`config.mk`:
```
export PLATFORM = sky130hd
export DESIGN_NAME = exp_align_pipe_flat
export DESIGN_NICKNAME = d
export VERILOG_FILES = /design/src/rtl/exp_align_pipe_if.sv /design/src/rtl/exp_align_pipe.sv /design/src/flat_wrapper.sv
export SDC_FILE = /design/constraint.sdc
export NUM_CORES = 1
export LEC_CHECK = 0
export ABC_AREA = 1
export CAP_MARGIN = 20
export CORE_MARGIN = 1.5
export CORE_UTILIZATION = 40
export CTS_CLUSTER_SIZE = 30
export DETAILED_ROUTE_END_ITERATION = 8
export PLACE_DENSITY = 0.66
export SYNTH_ARGS = -nofsm -noshare
export SYNTH_HDL_FRONTEND = slang
export SYNTH_SLANG_ARGS = --single-unit
```
`constraint.sdc`:
```
create_clock -name Clock -period 2.05 [get_ports Clock]
set_input_delay 0.3075 -clock Clock [delete_from_list [all_inputs] [get_ports Clock]]
set_output_delay 0.3075 -clock Clock [all_outputs]
set_load 0.03 [all_outputs]
```
`src/rtl/exp_align_pipe_if.sv`:
```
// Operand-in / aligned-result-out handshake bundle for exp_align_pipe.
// master = upstream/downstream environment, slave = the alignment pipe.
interface exp_align_pipe_if #(
    parameter int EXP_W  = 8,
    parameter int MANT_W = 24
);
    logic                InValid;
    logic                InReady;
    logic [EXP_W-1:0]    ExpA;
    logic [EXP_W-1:0]    ExpB;
    logic [MANT_W-1:0]   MantA;
    logic [MANT_W-1:0]   MantB;
    logic                OutValid;
    logic                OutReady;
    logic [EXP_W-1:0]    OutExp;
    logic [EXP_W-1:0]    OutDiff;
    logic                OutSwap;
    logic [MANT_W-1:0]   OutMantBig;
    logic [MANT_W+2:0]   OutMantSmall;

    modport master (
        output InValid, ExpA, ExpB, MantA, MantB, OutReady,
        input  InReady, OutValid, OutExp, OutDiff, OutSwap, OutMantBig, OutMantSmall
    );

    modport slave (
        input  InValid, ExpA, ExpB, MantA, MantB, OutReady,
        output InReady, OutValid, OutExp, OutDiff, OutSwap, OutMantBig, OutMantSmall
    );
endinterface

```
`src/rtl/exp_align_pipe.sv`:
```
// Two-stage elastic exponent compare (stage 1) and small-mantissa alignment
// with guard/round/sticky generation (stage 2) for the adder datapath.
module exp_align_pipe #(
    parameter int EXP_W         = 8,
    parameter int MANT_W        = 24,
    parameter int MANT_TIEBREAK = 0
) (
    input  logic           Clock,
    input  logic           Reset,
    exp_align_pipe_if.slave bus
);
    localparam int ALIGN_W = MANT_W + 2;
    localparam int SH_W    = $clog2(ALIGN_W + 1);

    // Handshake control
    logic s1ValidReg;
    logic s2ValidReg;
    logic s2CanLoad;
    logic s1Advance;
    logic inFire;

    assign s2CanLoad   = !s2ValidReg || bus.OutReady;
    assign s1Advance   = s1ValidReg && s2CanLoad;
    assign bus.InReady = !s1ValidReg || s2CanLoad;
    assign inFire      = bus.InValid && bus.InReady;

    // Stage 1: exponent compare and operand select
    logic              swapNext;
    logic [EXP_W-1:0]  diffNext;
    logic              s1SwapReg;
    logic [EXP_W-1:0]  s1ExpReg;
    logic [EXP_W-1:0]  s1DiffReg;
    logic [MANT_W-1:0] s1MantBigReg;
    logic [MANT_W-1:0] s1MantSmallReg;

    generate
        if (MANT_TIEBREAK != 0) begin : gTieMant
            assign swapNext = (bus.ExpB > bus.ExpA) ||
                              ((bus.ExpB == bus.ExpA) && (bus.MantB > bus.MantA));
        end else begin : gTieA
            assign swapNext = (bus.ExpB > bus.ExpA);
        end
    endgenerate

    // On a tie both differences are zero, so the swap choice cannot wrap Diff.
    assign diffNext = swapNext ? (bus.ExpB - bus.ExpA) : (bus.ExpA - bus.ExpB);

    // Stage 2: alignment of the small mantissa (combinational from stage 1)
    logic [ALIGN_W-1:0] alignExt;
    logic [ALIGN_W-1:0] alignShifted;
    logic [ALIGN_W-1:0] alignLost;
    logic [SH_W-1:0]    shAmt;
    logic               alignSticky;

    assign alignExt = {s1MantSmallReg, 2'b00};

    // Saturate the shift so any difference past the full width flushes everything into S.
    always_comb begin
        shAmt = SH_W'(s1DiffReg);
        if (32'(s1DiffReg) >= $unsigned(ALIGN_W)) begin
            shAmt = SH_W'(ALIGN_W);
        end
    end

    assign alignShifted = alignExt >> shAmt;

    genvar gi;
    generate
        for (gi = 0; gi < ALIGN_W; gi++) begin : gLost
            assign alignLost[gi] = alignExt[gi] && (SH_W'(gi) < shAmt);
        end
    endgenerate

    assign alignSticky = |alignLost;

    logic              s2SwapReg;
    logic [EXP_W-1:0]  s2ExpReg;
    logic [EXP_W-1:0]  s2DiffReg;
    logic [MANT_W-1:0] s2MantBigReg;
    logic [MANT_W+2:0] s2MantSmallReg;

    always_ff @(posedge Clock) begin
        if (Reset) begin
            s1ValidReg     <= 1'b0;
            s1SwapReg      <= 1'b0;
            s1ExpReg       <= '0;
            s1DiffReg      <= '0;
            s1MantBigReg   <= '0;
            s1MantSmallReg <= '0;
            s2ValidReg     <= 1'b0;
            s2SwapReg      <= 1'b0;
            s2ExpReg       <= '0;
            s2DiffReg      <= '0;
            s2MantBigReg   <= '0;
            s2MantSmallReg <= '0;
        end else begin
            if (inFire) begin
                s1ValidReg     <= 1'b1;
                s1SwapReg      <= swapNext;
                s1ExpReg       <= swapNext ? bus.ExpB  : bus.ExpA;
                s1DiffReg      <= diffNext;
                s1MantBigReg   <= swapNext ? bus.MantB : bus.MantA;
                s1MantSmallReg <= swapNext ? bus.MantA : bus.MantB;
            end else if (s1Advance) begin
                s1ValidReg <= 1'b0;
            end

            // Output data only changes on a load, which keeps Out* frozen while stalled.
            if (s2CanLoad) begin
                s2ValidReg <= s1ValidReg;
                if (s1ValidReg) begin
                    s2SwapReg      <= s1SwapReg;
                    s2ExpReg       <= s1ExpReg;
                    s2DiffReg      <= s1DiffReg;
                    s2MantBigReg   <= s1MantBigReg;
                    s2MantSmallReg <= {alignShifted, alignSticky};
                end
            end
        end
    end

    assign bus.OutValid     = s2ValidReg;
    assign bus.OutSwap      = s2SwapReg;
    assign bus.OutExp       = s2ExpReg;
    assign bus.OutDiff      = s2DiffReg;
    assign bus.OutMantBig   = s2MantBigReg;
    assign bus.OutMantSmall = s2MantSmallReg;
endmodule

```
`src/flat_wrapper.sv`:
```
// flat-port wrapper written by rule: the top's interface ports become plain ports
module exp_align_pipe_flat 
#(
    parameter int EXP_W         = 8,
    parameter int MANT_W        = 24,
    parameter int MANT_TIEBREAK = 0
)
  (Clock, Reset, bus_InValid, bus_ExpA, bus_ExpB, bus_MantA, bus_MantB, bus_OutReady, bus_InReady, bus_OutValid, bus_OutExp, bus_OutDiff, bus_OutSwap, bus_OutMantBig, bus_OutMantSmall);
  exp_align_pipe_if #(.EXP_W(EXP_W), .MANT_W(MANT_W)) bus_i ();
  input  logic Clock;
  input  logic Reset;
  input wire logic [$bits(bus_i.InValid)-1:0] bus_InValid;
  input wire logic [$bits(bus_i.ExpA)-1:0] bus_ExpA;
  input wire logic [$bits(bus_i.ExpB)-1:0] bus_ExpB;
  input wire logic [$bits(bus_i.MantA)-1:0] bus_MantA;
  input wire logic [$bits(bus_i.MantB)-1:0] bus_MantB;
  input wire logic [$bits(bus_i.OutReady)-1:0] bus_OutReady;
  output wire logic [$bits(bus_i.InReady)-1:0] bus_InReady;
  output wire logic [$bits(bus_i.OutValid)-1:0] bus_OutValid;
  output wire logic [$bits(bus_i.OutExp)-1:0] bus_OutExp;
  output wire logic [$bits(bus_i.OutDiff)-1:0] bus_OutDiff;
  output wire logic [$bits(bus_i.OutSwap)-1:0] bus_OutSwap;
  output wire logic [$bits(bus_i.OutMantBig)-1:0] bus_OutMantBig;
  output wire logic [$bits(bus_i.OutMantSmall)-1:0] bus_OutMantSmall;
  assign bus_i.InValid = bus_InValid;
  assign bus_i.ExpA = bus_ExpA;
  assign bus_i.ExpB = bus_ExpB;
  assign bus_i.MantA = bus_MantA;
  assign bus_i.MantB = bus_MantB;
  assign bus_i.OutReady = bus_OutReady;
  assign bus_InReady = bus_i.InReady;
  assign bus_OutValid = bus_i.OutValid;
  assign bus_OutExp = bus_i.OutExp;
  assign bus_OutDiff = bus_i.OutDiff;
  assign bus_OutSwap = bus_i.OutSwap;
  assign bus_OutMantBig = bus_i.OutMantBig;
  assign bus_OutMantSmall = bus_i.OutMantSmall;
  exp_align_pipe #(.EXP_W(EXP_W), .MANT_W(MANT_W), .MANT_TIEBREAK(MANT_TIEBREAK)) u_core (.Clock(Clock), .Reset(Reset), .bus(bus_i));
endmodule
```
==> impl_metrics.py <==
metrics = {
    "run_status": {
        "status": "finished clean",
    },
    "critical_path": {
        "worstPathArrival_ns": 2.29,
        "cp-start-kind": "register",
        "r2r_cells": 13,
        "cpMaxStageDelayCell": "dfxtp_2",
        "cp_max_fo": 6,
        "crit_required_ns": 2.38,
        "cpPeakStageDelay_ns": 0.34,
        "worstSetupPathType": "register to register",
        "worstSetupPathDepth": 13,
        "crit_chain": "inv_2 -> nand2_2 -> nor2_4 -> nand3_1 -> nand2_1 -> inv_1 -> buf_4 -> nand3_1 -> nand2_1 -> nor2_1 -> nand3_1 -> nand2_1 -> inv_1",
        "critPathTopFamily": "simple AND/OR/NAND/NOR gates",
        "r2r_slack_ns": 0.09,
        "worst-path-buf-inv": 4,
        "cp-startpoint": "u_core.s1DiffReg[6]$_SDFFE_PP0P_",
        "rr_endpoint": "u_core.bus.OutMantSmall[5]$_SDFFE_PP0P_",
        "regToRegStartpoint": "u_core.s1DiffReg[6]$_SDFFE_PP0P_",
        "crit_end": "u_core.bus.OutMantSmall[5]$_SDFFE_PP0P_",
        "endpoint_kind": "register",
    },
    "layout": {
        "layout-drive-gt1-share_pct": 14.17,
        "area_delta_synth_final_pct": 42.87,
        "finalNetCount": 1469,
        "final_cells": 1657,
        "layout_common_cells": "nand2_1, nand3_1, dfxtp_1",
        "final_common_cell": "nand2_1",
        "fin_util_pct": 58.57,
        "n_antenna_cell": 0,
    },
    "synth": {
        "synth_nets": 1283,
        "synthFlopType": "dfxtp_1",
        "ys_ff_latch": 135,
        "synth-async-reset-ratio_pct": 0,
        "synth_warnings": 0,
        "synth_edf_count": 0,
        "avgSynthCellArea_um2": 6.444,
        "syn_area_um2": 7720,
        "syn_inst": 1198,
        "ys_types": 36,
        "seq_area_frac_synth_pct": 35.01,
    },
    "clocking": {
        "holdBufCountCts": 0,
        "insertion_delay_ns": 0.43,
        "clk_pin_slew_ns": 0.07,
        "tritoncts": "yes",
        "cts_buffer_depth": 2,
        "numCtsBuffers": 17,
        "root_buffer": "clkbuf_16",
        "cts-htree-levels": 4,
        "cts_num_sinks": 135,
    },
    "timing": {
        "max_slew_margin_pct": 75.82,
        "maxSlewViolCount": 0,
        "max_clock_freq_mhz": 510.2,
        "rsz0062_at_grt": "true",
        "period_minus_slack_ns": 1.960,
        "finalWorstSetupSlack_ns": 0.08991,
        "finalSetupViolCount": 0,
        "tns_ns": 0,
        "worst_slew_pin_slew_ns": 0.3589,
        "finalCritPeriodShare_pct": 95.61,
        "skew_ns": 0.01048,
        "hold_viol_final": 0,
    },
    "run": {
        "maxCapViolations": 0,
    },
    "die": {
        "dieArea_um2": 20140,
        "initial_core_util_pct": 41.00,
        "core_um2": 18830,
        "ioPinCount": 138,
        "die_h_um": 141.9,
        "die_w_um": 141.9,
        "rows": 50,
    },
    "power": {
        "ir_drop_mv": 0.5249,
        "power_mw": 9.130,
        "p_leak_nw": 5.280,
        "p_per_area_nw_per_um2": 827.8,
    },
    "drt": {
        "post_drt_wl_per_cell_um": 15.73,
        "first_iter_violations": 646,
        "wirelength_um": 26060,
        "first_pass_iters": 6,
        "via_per_inst": 5.175,
        "drcViolationCount": 0,
        "ant_nets": 0,
        "vias": 8575,
    },
    "grt": {
        "grt.total_usage_pct": 25.72,
        "antenna_found_initial": 0,
        "grt_max_degree": 76,
        "grt_pass1_wl_um": 40550,
        "grt_pass1_vias": 7981,
        "grt_overflow": 0,
    },
    "placed_design": {
        "placement.io_buffers": 137,
        "placed_cells": 1616,
        "place_hpwl_um": 18330,
        "place_ws_ns": -0.6266,
        "routabilityCongestion": 0.9316,
    },
    "worst_hold_path": {
        "hold_class": "primary input to register",
    },
}
[sequential cells by signal (all words and copies together), names as in the netlist]
name                     cells
u_core.bus.OutDiff           8
u_core.bus.OutExp            8
u_core.bus.OutMantBig       24
u_core.bus.OutMantSmall     27
u_core.bus.OutSwap           1
u_core.bus.OutValid          1
u_core.s1DiffReg             8
u_core.s1ExpReg              8
u_core.s1MantBigReg         24
u_core.s1MantSmallReg       24
u_core.s1SwapReg             1
u_core.s1ValidReg            1
[worst min-delay path, delay by kind of cell]
family,cells,cell delay (ns)
buf+inv,3,0.21
compound gates,2,0.17
[final cells by class]
class,count,area [um^2]
clock inverter,14,188.9
tap,260,325.3
timing repair buffer,241,2476
sequential,135,2705
inverter,144,546.8
fill,1793,7801
multi-input combinational,845,4348
clock buffer,18,439.2
[timing repair]
action | in CTS | in global routing
endpoints found under the setup margin | 63 | 80
pin swaps | 5 | 12
cloned | 2 | 4
setup buffers | 3 | 0
endpoints found under the hold margin | 0 | 0
gates resized for setup | 14 | 62
[worst min path at each step]
stage                                                        start  depth (start not counted)                                        to
final                                                  bus_ExpB[0]                          5           u_core.s1ExpReg[0]$_SDFFE_PP0P_
after global routing                                   bus_ExpB[0]                          5           u_core.s1ExpReg[0]$_SDFFE_PP0P_
after detailed placement  u_core.bus.OutMantSmall[18]$_SDFFE_PP0P_                          2  u_core.bus.OutMantSmall[18]$_SDFFE_PP0P_
after CTS                                              bus_ExpB[0]                          5           u_core.s1ExpReg[0]$_SDFFE_PP0P_
after global placement    u_core.bus.OutMantSmall[22]$_SDFFE_PP0P_                          2  u_core.bus.OutMantSmall[22]$_SDFFE_PP0P_
after floorplan                    u_core.s1ExpReg[7]$_SDFFE_PP0P_                          2           u_core.s1ExpReg[7]$_SDFFE_PP0P_
[per-layer routing]
metal	vias up	share of wire, %	routed length, um	track usage [%]
met4	0	2.2	575	8.899
met2	283	50	12920	44.60
met1	3961	43	11160	31.97
li1	4289	-	-	-
met5	-	0	0	0
met3	42	5.4	1411	4.759
[Yosys cell counts (all sizes together) (2+ instances only)]
library cell | instances | area share [%]
a21oi | 52 | 3.4
a31oi | 2 | 0.16
buf | 30 | 2.3
clkbuf | 44 | 2.2
clkinv | 2 | 0.097
dfxtp | 135 | 35
fa | 2 | 0.52
ha | 15 | 2.4
inv | 142 | 6.9
nand2 | 283 | 14
nand3 | 189 | 12
nand4 | 8 | 0.65
nor2 | 132 | 6.5
nor3 | 4 | 0.26
o211ai | 62 | 6.0
o21ai | 72 | 4.7
o221ai | 4 | 0.45
xnor2 | 3 | 0.34
xor2 | 9 | 1.0
[where the power goes]
part | internal [mW] | switching [mW]
clock network | 1.98 | 1.34
registers | 2.83 | 0.158
logic | 1.18 | 1.63
[through the flow]
| step | hold slack (ns) | area (um^2) |
|---|---|---|
| floorplan | 0.4624 | 7724 |
| finish | 0.3047 | 11030 |
| global placement | 0.4541 | 9967 |
| CTS | 0.4408 | 10730 |
| detailed placement | 0.4582 | 9967 |
| global route | 0.3007 | 11030 |
[cells by family after synthesis]
kind of cell	count (synthesis)	share of synthesized area (%)
flip-flops	135	35.01
XOR/XNOR	12	1.362
AND/OR/NAND/NOR	620	34.18
buffers and inverters	218	11.41
adder cells (fa/ha/maj)	17	2.950
AO/OA/AOI/OAI	196	15.09
Note: power is estimated with default switching activity, not from simulation.
==> RTL edit 1, RTL diff (same settings) <==
`EXP_W` is set to 8 in 3 places; all go to 10.
--- a/src/rtl/exp_align_pipe_if.sv
+++ b/src/rtl/exp_align_pipe_if.sv
@@ -1,7 +1,7 @@
 // Operand-in / aligned-result-out handshake bundle for exp_align_pipe.
 // master = upstream/downstream environment, slave = the alignment pipe.
 interface exp_align_pipe_if #(
-    parameter int EXP_W  = 8,
+    parameter int EXP_W  = 10,
     parameter int MANT_W = 24
 );
     logic                InValid;
--- a/src/rtl/exp_align_pipe.sv
+++ b/src/rtl/exp_align_pipe.sv
@@ -1,7 +1,7 @@
 // Two-stage elastic exponent compare (stage 1) and small-mantissa alignment
 // with guard/round/sticky generation (stage 2) for the adder datapath.
 module exp_align_pipe #(
-    parameter int EXP_W         = 8,
+    parameter int EXP_W         = 10,
     parameter int MANT_W        = 24,
     parameter int MANT_TIEBREAK = 0
 ) (
--- a/src/flat_wrapper.sv
+++ b/src/flat_wrapper.sv
@@ -1,7 +1,7 @@
 // flat-port wrapper written by rule: the top's interface ports become plain ports
 module exp_align_pipe_flat 
 #(
-    parameter int EXP_W         = 8,
+    parameter int EXP_W         = 10,
     parameter int MANT_W        = 24,
     parameter int MANT_TIEBREAK = 0
 )
Ports: changed (resized bus_ExpA, bus_ExpB, bus_OutDiff and bus_OutExp); port bits go from 138 to 146. No check against the original RTL was run, so the function may have changed too.
==> RTL edit 1 against the original RTL <==
  * The flow now finishes with violations (negative setup slack)
  * Synthesized area rose by 6.9%
  * Non-clock buffer count grew 59
  * Critical path depth grew 1
  * Sequential cell count increased by 8
  * Sequential power is 5% higher
  * Power increased by 3.5%
  * Hold slack worse by 3.3 ps
  * Final area up 9.8%
  * Setup slack lost 110 ps
  * Routed wire length up 5.2%
  * Critical path type unchanged
  * Critical endpoint is now u_core.bus.OutMantSmall[2]
==> RTL edit 1: results (changes against the original RTL) <==
worst-path maximum fanout 8 (was 6); fill count 1,868 (was 1,793); Net Sw Frac 34.55% (was 34.32%); layout cell share with drive strength beyond 1 20.37% (was 14.17%); buffers outside the clock class 300 (was 241); clk tree area frac 5.095% (was 5.695%); fraction of area in registers 23.72% (was 24.53%); register area share after synthesis 34.69% (was 35.01%); routed len/inst 15.26 um (was 15.73 um); placed cell area 10,710 sq um (was 9967 sq um); combinational power share 32.2% (was 30.9%); total track usage 24.82% (was 25.72%); Hold Startpoint bus_ExpB[3] (was bus_ExpB[0]); DP Cell Count 1,733 (was 1,616); FF/Latch Area 2872 sq um (was 2705 sq um); Post-Synthesis Cells 1,272 (was 1,198); Multi-input comb cells 891 (was 845); Setup WS post-layout -22.21 ps (was 89.91 ps); Setup Viol. Count Final 1 (was 0); status finished with violations (was complete, no violations); Peak VDD IR 0.0005989 V (was 0.0005249 V); nets 1,607 (was 1,469); vias in the first global route 8,728 (was 7,981); CTS resizes 50 (was 14); Max-slew headroom 64.67% (was 75.82%); violations in the final reports negative setup slack; Power Sequential 3.15 mW (was 2.99 mW); worst-case clock skew 9.604 ps (was 10.48 ps); pre-CTS WS -660.0 ps (was -626.6 ps); P_int 6.184 mW (was 5.997 mW); Setup TNS -22.21 ps (was 0 ps); DRT iter0 DRCs 674 (was 646); inverters 161 (was 144)
==> RTL edit 1: cells by family (layout without fill, tap and decap cells) <==
kind of cell               Yosys count  in the layout  synth area share, %
and+or+nand+nor                    614            614                31.43
adders and majority gates           21             21                3.366
AOI/OAI and AO/OA                  242            242                17.21
xor gates and xnor gates            14             14                1.486
buffers and inverters              238            493                11.81
DFF                                143            143                34.69
==> RTL edit 1: path summary, 6_finish.rpt <==
path	end	slack, ps	cells after the start
max reg2reg	u_core.bus.OutMantSmall[2]	-20	14
max	u_core.bus.OutMantSmall[2]	-20	14
min reg2reg	u_core.bus.OutMantSmall[21]	470	2
min	u_core.s1ExpReg[3]	300	5
==> RTL edit 1: routing by layer <==
metal | up-vias | wire length, um | part of all wire (%) | GRT usage, %
li1 | 4644 | - | - | -
met1 | 4312 | 11670 | 43 | 30.75
met4 | 0 | 476 | 1.7 | 7.475
met2 | 281 | 13550 | 49 | 43.00
met5 | - | 0 | 0 | 0
met3 | 38 | 1726 | 6.3 | 5.281
==> RTL edit 2, RTL diff (same flow settings) <==
Without the edit above. Make the reset (`Reset`) asynchronous in one clocked block.
--- a/src/rtl/exp_align_pipe.sv
+++ b/src/rtl/exp_align_pipe.sv
@@ -79,7 +79,7 @@
     logic [MANT_W-1:0] s2MantBigReg;
     logic [MANT_W+2:0] s2MantSmallReg;
 
-    always_ff @(posedge Clock) begin
+    always_ff @(posedge Clock or posedge Reset) begin
         if (Reset) begin
             s1ValidReg     <= 1'b0;
             s1SwapReg      <= 1'b0;
Check against the original RTL: differs if Reset is asserted again (counterexample within 4 cycles, from zero or initial values and one cycle with Reset high); with Reset held inactive, the same outputs for 4 cycles.
==> RTL edit 2 against the original RTL <==
  * Sequential cell count is the same
  * Final area grew 4.0%
  * Power grew 29%
  * Critical path depth shrank 1
  * Sequential power grew 25%
  * Register-to-register slack lost 60 ps
  * Routed wire length shrank 3.9%
  * Setup slack lost 70 ps
  * Clock skew is essentially flat
  * Clock power shrank 5%
  * Synthesized area grew 1.0%
  * Critical path type is now in -> reg
==> RTL edit 2: results (changes against the original RTL) <==
Max-slew headroom 55.69% (was 75.82%); Max Root-Sink Buffers 2 (unchanged); nets 1,379 (was 1,469); layout cell share with drive strength beyond 1 20.96% (was 14.17%); vias 8,110 (was 8,575); Largest register FFs 27 (unchanged); count of input and output buffers 137 (unchanged); largest net degree at the start of global routing 119 (was 76); Antenna Cells 0 (unchanged); routed wire length 25.04 mm (was 26.06 mm); worst hold path type in -> reg (unchanged); root buffer cell clkbuf_16 (unchanged); DP Cell Count 1,507 (was 1,616); Synth async-reset ratio 100.0% (was 0%); final hold viol count 0 (unchanged); maxcap violations 0 (unchanged); CTS H-tree depth 4 (unchanged); register area share after synthesis 43.32% (was 35.01%); Final Wtd Congestion 0.9269 (was 0.9316); vias in the first global route 7,738 (was 7,981); Pre-Repair DR Iteration Count 5 (was 6); clock-pin transition on the worst setup and hold timing paths 70 ps (about the same); Peak VDD IR 0.0005895 V (was 0.0005249 V); top post-synthesis cells by area dfrtp_1 (43%), nand2_1 (12%), nand3_1 (9.0%) (was dfxtp_1 (35%), nand2_1 (14%), nand3_1 (12%)); pre-CTS WS -597.1 ps (was -626.6 ps); total track usage 24.74% (was 25.72%); Warnings, synthesis 0 (unchanged); syn avg cell area 7.337 sq um (was 6.444 sq um); DRT iter0 DRCs 640 (was 646); Worst Path Arrival 2350 ps (was 2290 ps); CTS buffer count 17 (unchanged); worst-path maximum fanout 10 (was 6); Skew-Pair Late Insertion Delay 430 ps (about the same); antenna violations before repair 0 (unchanged); top_reg_cell synth dfrtp_1 (was dfxtp_1); status complete, no violations (unchanged); placed cell area 10,150 sq um (was 9967 sq um); syn nets 1,148 (was 1,283); worst-case clock skew 10.15 ps (was 10.48 ps); global-route wire length before repair 39.47 mm (was 40.55 mm); Leak 5.392 nW (was 5.280 nW); Post-synth top cells nand2_1 (247), nand3_1 (140), dfrtp_1 (135) (was nand2_1 (280), nand3_1 (186), inv_1 (138)); post-synth cell types 35 (was 36); HPWL after DPL 17.94 mm (was 18.33 mm); routed len/inst 15.98 um (was 15.73 um)
## RTL edit 2: worst max-delay path, stage by stage
cell and delay [ps]:
clkdlybuf4s50_1 500, inv_2 60, ha_4 260, nand2_2 80, nor3_2 180, nand3_1 140, nand2_4 130, inv_4 50
buf_12 120, bufbuf_16 270, o21ai_0 150, o22ai_1 80
## RTL edit 2: through the flow
| stage | util [%] | power, mW |
|---|---|---|
| 2_1_floorplan | - | 6.334 |
| 3_3_place_gp | 53.75 | 8.225 |
| 3_5_place_dp | 53.75 | 8.264 |
| 4_1_cts | 57.96 | 11.54 |
| 5_1_grt | 60.74 | 12.44 |
| 6_report | 60.74 | 11.78 |
## RTL edit 2: final timing paths
check | end | slack, ps | startpoint | cells past startpoint
min reg2reg | u_core.bus.OutMantSmall[17] | 490 | u_core.bus.OutMantSmall[17] | 2
max | u_core.s1MantBigReg[16] | 20 | bus_ExpB[6] | 12
max in group asynchronous | u_core.bus.OutMantSmall[11] | 1130 | Reset | 3
max reg2reg | u_core.bus.OutMantSmall[2] | 30 | u_core.s1DiffReg[7] | 11
min in group asynchronous | u_core.bus.OutMantBig[1] | 290 | Reset | 3
min | u_core.s1ExpReg[2] | 210 | bus_ExpB[2] | 3
## RTL edit 2: what timing repair did
item                                    4_1_cts  5_1_grt
buffers inserted                              9       13
cloned                                        2        4
pin swaps                                     5       36
resized for setup                            16       99
endpoints found under the setup margin       63       81
endpoints found under the hold margin         0        0
## RTL edit 2: logic make-up after synthesis
group / share of synthesized area, %
AND/OR/NAND/NOR: 28.48
AO/OA/AOI/OAI: 15.45
buffers and inverters: 8.487
flip-flops: 43.32
adder cells (fa/ha/maj): 2.920
XOR/XNOR: 1.348
## RTL edit 2: layout make-up
class / count / area [sq um]
flip-flops and latches: 135 / 3378
multi-input cells: 767 / 4138
well taps: 260 / 325.3
repair buffers: 271 / 2643
clock inverters: 14 / 161.4
clock buffers: 18 / 439.2
inverters: 102 / 390.4
fillers: 1721 / 7418
## RTL edit 2: where the power goes
part           switching, mW  internal (mW)  total, mW  leakage, nW
logic                   2.90           2.00       4.90         3.45
clock network           1.30           1.86       3.15        0.291
registers              0.419           3.31       3.73         1.66
total                   4.62           7.16       11.8         5.39
## RTL edit 2: per-layer routing
metal / part of all wire (%) / vias to the layer above / global-route usage (%)
met4: 1.8 / 0 / 6.728
met5: 0 / - / 0
met3: 5.0 / 33 / 5.332
met2: 49 / 245 / 41.70
met1: 44 / 3824 / 32.14
li1: - / 4008 / -
